## src/rtl/m_arb_pkg.sv

```systemverilog
// Shared types, constants and the M-extension decode helper for the M-unit arbiter.
package m_arb_pkg;

   localparam int unsigned XLEN = 32;

   localparam logic [6:0] OPCODE_OP     = 7'b0110011;
   localparam logic [6:0] FUNCT7_MULDIV = 7'b0000001;

   typedef enum logic [1:0] {
      IDLE  = 2'd0,
      ISSUE = 2'd1,
      WAIT  = 2'd2,
      DONE  = 2'd3
   } state_e;

   typedef struct packed {
      logic [XLEN-1:0] instruction;
      logic [XLEN-1:0] rs1;
      logic [XLEN-1:0] rs2;
   } m_op_t;

   function automatic logic is_muldiv(input logic [XLEN-1:0] instruction);
      return (instruction[6:0] == OPCODE_OP) && (instruction[31:25] == FUNCT7_MULDIV);
   endfunction

endpackage

```

## src/rtl/m_unit_arbiter_if.sv

```systemverilog
// Requester-side PCPI ports and M-unit port bundled for the arbiter.
interface m_unit_arbiter_if
   import m_arb_pkg::*;
#(
   parameter int unsigned NUM_REQ = 2
);
   logic [NUM_REQ-1:0]           req_valid;
   logic [NUM_REQ-1:0][XLEN-1:0] req_instruction;
   logic [NUM_REQ-1:0][XLEN-1:0] req_rs1;
   logic [NUM_REQ-1:0][XLEN-1:0] req_rs2;
   logic [NUM_REQ-1:0]           req_busy;
   logic [NUM_REQ-1:0]           req_ready;
   logic [NUM_REQ-1:0]           req_wr;
   logic [NUM_REQ-1:0]           req_err;
   logic [XLEN-1:0]              req_rd;

   logic                         m_valid;
   logic [XLEN-1:0]              m_instruction;
   logic [XLEN-1:0]              m_rs1;
   logic [XLEN-1:0]              m_rs2;
   logic                         m_wr;
   logic [XLEN-1:0]              m_rd;
   logic                         m_busy;
   logic                         m_ready;

   // Arbiter view
   modport slave (
      input  req_valid, req_instruction, req_rs1, req_rs2,
      output req_busy, req_ready, req_wr, req_err, req_rd,
      output m_valid, m_instruction, m_rs1, m_rs2,
      input  m_wr, m_rd, m_busy, m_ready
   );

   // Environment view: requesters plus the M unit
   modport master (
      output req_valid, req_instruction, req_rs1, req_rs2,
      input  req_busy, req_ready, req_wr, req_err, req_rd,
      input  m_valid, m_instruction, m_rs1, m_rs2,
      output m_wr, m_rd, m_busy, m_ready
   );

endinterface

```

## src/rtl/rr_arbiter.sv

```systemverilog
// Combinational round-robin pick: first request at or after ptr_i, wrapping.
module rr_arbiter #(
   parameter int unsigned N  = 2,
   parameter int unsigned IW = (N > 1) ? $clog2(N) : 1
) (
   input  logic [N-1:0]  req_i,
   input  logic [IW-1:0] ptr_i,
   output logic [N-1:0]  gnt_c,
   output logic [IW-1:0] idx_c
);

   logic        found;
   int unsigned cand;

   always_comb begin
      gnt_c = '0;
      idx_c = '0;
      found = 1'b0;
      cand  = 0;
      for (int unsigned k = 0; k < N; k++) begin
         cand = (32'(ptr_i) + k) % N;
         if (!found && req_i[IW'(cand)]) begin
            found              = 1'b1;
            gnt_c[IW'(cand)]   = 1'b1;
            idx_c              = IW'(cand);
         end
      end
   end

endmodule

```

## src/rtl/m_unit_arbiter.sv

```systemverilog
// Shares one PCPI M-extension unit between NUM_REQ requesters with round-robin grant,
// no-ack abort and result routing back to the owning requester.
module m_unit_arbiter
   import m_arb_pkg::*;
#(
   parameter int unsigned NUM_REQ      = 2,
   parameter int unsigned NOACK_CYCLES = 16
) (
   input  logic             clk,
   input  logic             reset,
   m_unit_arbiter_if.slave  bus
);

   localparam int unsigned IDX_W = (NUM_REQ > 1) ? $clog2(NUM_REQ) : 1;
   localparam int unsigned CNT_W = $clog2(NOACK_CYCLES + 1);

   state_e             state_q, state_d;
   logic [IDX_W-1:0]   owner_q, owner_d;
   logic [IDX_W-1:0]   ptr_q, ptr_d;
   m_op_t              op_q, op_d;
   logic [CNT_W-1:0]   cnt_q, cnt_d;
   logic               flush_q, flush_d;
   logic               m_valid_q, m_valid_d;
   logic [NUM_REQ-1:0] ready_q, ready_d;
   logic [NUM_REQ-1:0] wr_q, wr_d;
   logic [NUM_REQ-1:0] err_q, err_d;
   logic [XLEN-1:0]    rd_q, rd_d;

   logic [NUM_REQ-1:0] eligible_c;
   logic [NUM_REQ-1:0] gnt_c;
   logic [IDX_W-1:0]   gnt_idx_c;
   logic               flush_c;

   always_comb begin
      eligible_c = '0;
      for (int unsigned i = 0; i < NUM_REQ; i++)
         eligible_c[i] = bus.req_valid[i] && is_muldiv(bus.req_instruction[i]);
   end

   // Busy holds waiting requesters off their own no-ack timeout
   assign bus.req_busy = reset ? '0 : eligible_c;

   rr_arbiter #(.N(NUM_REQ), .IW(IDX_W)) u_rr (
      .req_i (eligible_c),
      .ptr_i (ptr_q),
      .gnt_c (gnt_c),
      .idx_c (gnt_idx_c)
   );

   // Owner withdrew at some point during the op: its result must be dropped
   assign flush_c = flush_q | ~bus.req_valid[owner_q];

   always_comb begin
      state_d   = state_q;
      owner_d   = owner_q;
      ptr_d     = ptr_q;
      op_d      = op_q;
      cnt_d     = cnt_q;
      flush_d   = flush_q;
      m_valid_d = 1'b0;
      ready_d   = '0;
      wr_d      = '0;
      err_d     = '0;
      rd_d      = '0;

      unique case (state_q)
         IDLE: begin
            if (|gnt_c) begin
               owner_d        = gnt_idx_c;
               ptr_d          = (gnt_idx_c == IDX_W'(NUM_REQ - 1)) ? '0 : gnt_idx_c + IDX_W'(1);
               op_d.instruction = bus.req_instruction[gnt_idx_c];
               op_d.rs1       = bus.req_rs1[gnt_idx_c];
               op_d.rs2       = bus.req_rs2[gnt_idx_c];
               cnt_d          = '0;
               flush_d        = 1'b0;
               m_valid_d      = 1'b1;
               state_d        = ISSUE;
            end
         end
         ISSUE, WAIT: begin
            m_valid_d = 1'b1;
            flush_d   = flush_c;
            if (state_q == ISSUE && cnt_q != CNT_W'(NOACK_CYCLES))
               cnt_d = cnt_q + CNT_W'(1);
            if (bus.m_ready) begin
               state_d   = DONE;
               m_valid_d = 1'b0;
               if (!flush_c) begin
                  ready_d[owner_q] = 1'b1;
                  wr_d[owner_q]    = bus.m_wr;
                  rd_d             = bus.m_rd;
               end
            end else if (state_q == ISSUE && bus.m_busy) begin
               state_d = WAIT;
            end else if (state_q == ISSUE && cnt_q == CNT_W'(NOACK_CYCLES)) begin
               state_d   = DONE;
               m_valid_d = 1'b0;
               if (!flush_c)
                  err_d[owner_q] = 1'b1;
            end
         end
         DONE: begin
            state_d = IDLE;
         end
         default: begin
            state_d = IDLE;
         end
      endcase
   end

   always_ff @(posedge clk or posedge reset) begin
      if (reset) begin
         state_q   <= IDLE;
         owner_q   <= '0;
         ptr_q     <= '0;
         op_q      <= '0;
         cnt_q     <= '0;
         flush_q   <= 1'b0;
         m_valid_q <= 1'b0;
         ready_q   <= '0;
         wr_q      <= '0;
         err_q     <= '0;
         rd_q      <= '0;
      end else begin
         state_q   <= state_d;
         owner_q   <= owner_d;
         ptr_q     <= ptr_d;
         op_q      <= op_d;
         cnt_q     <= cnt_d;
         flush_q   <= flush_d;
         m_valid_q <= m_valid_d;
         ready_q   <= ready_d;
         wr_q      <= wr_d;
         err_q     <= err_d;
         rd_q      <= rd_d;
      end
   end

   assign bus.m_valid       = m_valid_q;
   assign bus.m_instruction = op_q.instruction;
   assign bus.m_rs1         = op_q.rs1;
   assign bus.m_rs2         = op_q.rs2;
   assign bus.req_ready     = ready_q;
   assign bus.req_wr        = wr_q;
   assign bus.req_err       = err_q;
   assign bus.req_rd        = rd_q;

endmodule

```

## src/flat_wrapper.sv

```systemverilog
// flat-port wrapper written by rule: the top's interface ports become plain ports
module m_unit_arbiter_flat import m_arb_pkg::*;
#(
   parameter int unsigned NUM_REQ      = 2,
   parameter int unsigned NOACK_CYCLES = 16
)
  (clk, reset, bus_req_valid, bus_req_instruction, bus_req_rs1, bus_req_rs2, bus_req_busy, bus_req_ready, bus_req_wr, bus_req_err, bus_req_rd, bus_m_valid, bus_m_instruction, bus_m_rs1, bus_m_rs2, bus_m_wr, bus_m_rd, bus_m_busy, bus_m_ready);
  m_unit_arbiter_if #(.NUM_REQ(NUM_REQ)) bus_i ();
  input  logic clk;
  input  logic reset;
  input wire logic [$bits(bus_i.req_valid)-1:0] bus_req_valid;
  input wire logic [$bits(bus_i.req_instruction)-1:0] bus_req_instruction;
  input wire logic [$bits(bus_i.req_rs1)-1:0] bus_req_rs1;
  input wire logic [$bits(bus_i.req_rs2)-1:0] bus_req_rs2;
  output wire logic [$bits(bus_i.req_busy)-1:0] bus_req_busy;
  output wire logic [$bits(bus_i.req_ready)-1:0] bus_req_ready;
  output wire logic [$bits(bus_i.req_wr)-1:0] bus_req_wr;
  output wire logic [$bits(bus_i.req_err)-1:0] bus_req_err;
  output wire logic [$bits(bus_i.req_rd)-1:0] bus_req_rd;
  output wire logic [$bits(bus_i.m_valid)-1:0] bus_m_valid;
  output wire logic [$bits(bus_i.m_instruction)-1:0] bus_m_instruction;
  output wire logic [$bits(bus_i.m_rs1)-1:0] bus_m_rs1;
  output wire logic [$bits(bus_i.m_rs2)-1:0] bus_m_rs2;
  input wire logic [$bits(bus_i.m_wr)-1:0] bus_m_wr;
  input wire logic [$bits(bus_i.m_rd)-1:0] bus_m_rd;
  input wire logic [$bits(bus_i.m_busy)-1:0] bus_m_busy;
  input wire logic [$bits(bus_i.m_ready)-1:0] bus_m_ready;
  assign bus_i.req_valid = bus_req_valid;
  assign bus_i.req_instruction = bus_req_instruction;
  assign bus_i.req_rs1 = bus_req_rs1;
  assign bus_i.req_rs2 = bus_req_rs2;
  assign bus_req_busy = bus_i.req_busy;
  assign bus_req_ready = bus_i.req_ready;
  assign bus_req_wr = bus_i.req_wr;
  assign bus_req_err = bus_i.req_err;
  assign bus_req_rd = bus_i.req_rd;
  assign bus_m_valid = bus_i.m_valid;
  assign bus_m_instruction = bus_i.m_instruction;
  assign bus_m_rs1 = bus_i.m_rs1;
  assign bus_m_rs2 = bus_i.m_rs2;
  assign bus_i.m_wr = bus_m_wr;
  assign bus_i.m_rd = bus_m_rd;
  assign bus_i.m_busy = bus_m_busy;
  assign bus_i.m_ready = bus_m_ready;
  m_unit_arbiter #(.NUM_REQ(NUM_REQ), .NOACK_CYCLES(NOACK_CYCLES)) u_core (.clk(clk), .reset(reset), .bus(bus_i));
endmodule
```

## config.mk

```make
export PLATFORM = sky130hd
export DESIGN_NAME = m_unit_arbiter_flat
export DESIGN_NICKNAME = d
export VERILOG_FILES = /design/src/rtl/m_arb_pkg.sv /design/src/rtl/m_unit_arbiter_if.sv /design/src/rtl/rr_arbiter.sv /design/src/rtl/m_unit_arbiter.sv /design/src/flat_wrapper.sv
export SDC_FILE = /design/constraint.sdc
export NUM_CORES = 1
export LEC_CHECK = 0
export BUFFER_PORTS_ARGS = -buffer_cell sky130_fd_sc_hd__buf_2
export CAP_MARGIN = 20
export CORE_AREA = 2 2 141 143
export CTS_CLUSTER_SIZE = 14
export DETAILED_ROUTE_END_ITERATION = 7
export DIE_AREA = 0 0 143 145
export GPL_ROUTABILITY_DRIVEN = 0
export GPL_TIMING_DRIVEN = 0
export SLEW_MARGIN = 25
export SYNTH_ARGS = -nofsm -noshare
export SYNTH_HDL_FRONTEND = slang
export SYNTH_SLANG_ARGS = --single-unit
export TNS_END_PERCENT = 30
```

## constraint.sdc

```tcl
create_clock -name clk -period 11.5 [get_ports clk]
set_input_delay 0.575 -clock clk [delete_from_list [all_inputs] [get_ports clk]]
set_output_delay 0.575 -clock clk [all_outputs]
set_load 0.01 [all_outputs]
```

==> results.yml <==
placement:
  placed_area_um2: 8460
  dp_hpwl_mm: 14.8
  io_buffers: 367
cells_and_area:
  mostFrequentLayoutCell: "buf_2"
  finish.instance_area_um2: 9050
  nNetsFinal: 1178
  drive_gt1_share_pct: 52.0
  area_delta_synth_final_pct: 44.6
  fill_cells: 1856
  antenna_cells: 0
  mostFrequentLayoutCells: "buf_2 (383), nand2_1 (168), dfrtp_1 (145)"
clocking:
  cts.sinks: 145
  cts.repair.resized: 0
  clkTransAtPathRegs_ps: 60
  ctsHoldBuffers: 0
  cts_tree: "built"
  numCtsBuffers: 17
  clock_latency_ps: 410
  cts_root_buf: "clkbuf_16"
  post_cts.repair.setup_buffers: 0
  h-tree-depth: 4
  cts_buffer_depth: 2
floorplanning:
  row_count: 51
  die_area_um2: 20700
  coreArea_um2: 19200
  io_pins: 368
  die_w_um: 143
  start_util_pct: 32.6
  dieHeight_um: 145
synthesis:
  synth_top_cell_area_share_pct: 58.0
  synth_top_area_cell: "dfrtp_1"
  synth.avg_cell_area_um2: 11.3
  seq_area_frac_synth_pct: 58.0
  synthCells: 553
  synth.yosys.warnings: 0
  synth-seq-cells: 145
  async_flop_share_pct: 100
  synth_edf_count: 0
  synth-main-ff-cell: "dfrtp_1"
  synthTopCellsByArea: "dfrtp_1 (58%), a22oi_2 (12%), nand2_1 (10%)"
  synth_area_um2: 6260
  synth_fp_nets: 791
  synth_cell_types: 42
worst_setup_path:
  cp_data_arrival_time_ps: 1660
  critical_path.slowest_cell: "nor4b_1"
  cp_data_required_time_ps: 10930
  path_max_fanout: 5
  max_stage_delay_ps: 290
  worstReg2RegStart: "u_core.state_q[0]"
  crit_path_start_kind: "input port"
  critPathLaunch: "bus_req_instruction[58]"
  crit_top_cell: "buf_2"
  crit_type: "input port to output port"
  path_cells: "buf_2, nor4b_1, and4_1, buf_4, and2_1, buf_2"
  endpoint_kind: "output port"
timing:
  setup_viol: 0
  tns_ps: 0
  fmax_mhz: 447
  fin_crit_sh_pct: 19.5
  finalClockSkew_ps: 8.49
  hold_violations: 0
  max-slew-margin-rel_pct: 67.0
  drv_slew: 0
  rsz0062_at_grt: "false"
  fin_crit_ps: 2240
  worst_pin_slew_ps: 495
global_route:
  antenna_found_initial: 0
  overflow: 0
  grt_max_degree: 79
  grtUsageTotal_pct: 18.6
  grt_pass1_wl_mm: 29.9
  grt_pass1_vias: 5646
routing:
  firstDrtPassIters: 4
  vias: 5490
  vias_per_cell: 4.51
  drt_wl_total_mm: 19.4
  ant_nets: 0
  drtIter0Drc: 203
  drc: 0
  wl_per_cell_um: 15.9
power:
  vdd_drop_max_uv: 95.6
  powerDensity_nw_per_um2: 143
  leakagePower_uw: 0.00526
worst_hold_path:
  min_path_type: "input port to async pin"
flow_run:
  maxCapViolCount: 0
outcome:
  status: "completed"
-- stage by stage --
stage	std cells	utilization [%]	setup slack, ps	hold slack [ps]	total power [uW]
CTS	1218	47.1	9240	231	1320
global route	1218	47.1	9150	251	1360
detailed placement	1186	44.0	9080	449	753
finish	1218	47.1	9260	217	1300
global placement	1185	43.9	5110	447	750
floorplan	553	-	6890	463	668
-- area by class of cell --
class,instances,area (um2),share of cell area (%)
Buffer,33,215,2.38
Timing Repair Buffer,368,1860,20.6
Clock inverter,11,129,1.42
Sequential cell,145,3630,40.1
Multi-Input combinational cell,366,2380,26.3
Tap cell,265,332,3.66
Inverter,9,41.3,0.456
Clock buffer,21,460,5.09
-- report_power, final --
part / leakage, uW / internal [uW] / switching, uW
sequential: 0.00201 / 533 / 13.7
combinational: 0.00298 / 91.6 / 105
clock: 0.000273 / 333 / 221
total: 0.00526 / 958 / 340
-- final timing paths --
kind	to	slack (ps)	cells after the start
worst max register to register	u_core.cnt_q[4]	9470	5
worst min register to register	u_core.bus.m_instruction[0]	460	1
min in group clk	u_core.bus.m_rs1[5]	350	3
max in group asynchronous	u_core.bus.m_instruction[21]	10540	3
worst max-delay path	bus_req_busy[1]	9260	6
worst min-delay path	u_core.bus.m_rs2[19]	220	2
-- synth_stat cells, types with 4 or more instances --
cell type and number:
and2_1 42, nor2b_1 4, inv_1 9, dfrtp_1 145
a21oi_1 6, buf_2 16, nor2_1 10, a22oi_2 60
nand2b_1 7, nand3_1 5, ha_1 7, clkbuf_1 6
nand2_1 168, a22oi_1 22, buf_6 8
-- registers in the layout (all words and copies together), names as in the netlist --
register	flops
u_core.bus.m_rs2	32
u_core.state_q	2
u_core.bus.m_instruction	32
u_core.bus.req_wr	2
u_core.flush_q	1
u_core.bus.req_ready	2
u_core.bus.req_rd	32
u_core.ptr_q	1
u_core.bus.req_err	2
u_core.owner_q	1
u_core.bus.m_rs1	32
u_core.bus.m_valid	1
u_core.cnt_q	5
-- metal layers --
metal | up-vias | track usage [%] | share of wire [%]
li1 | 2654 | - | -
met1 | 2559 | 22.5 | 40
met2 | 247 | 31.4 | 50
met3 | 30 | 5.71 | 8.1
met4 | 0 | 5.99 | 2.0
met5 | - | 0 | 0
-- worst max-delay path, delay by kind of cell --
family / cells / cell delay [ps]
buf+inv: 3 / 410
simple gates: 3 / 670
-- kinds of logic after synthesis --
family	Yosys count	share of synthesized area, %
AOI/OAI and AO/OA	102	17.1
adders and majority gates	7	1.40
buffers and inverters	42	3.98
DFF	145	58.0
muxes	3	0.520
and+or+nand+nor	254	19.1
Power figures use the tool's default switching activity.
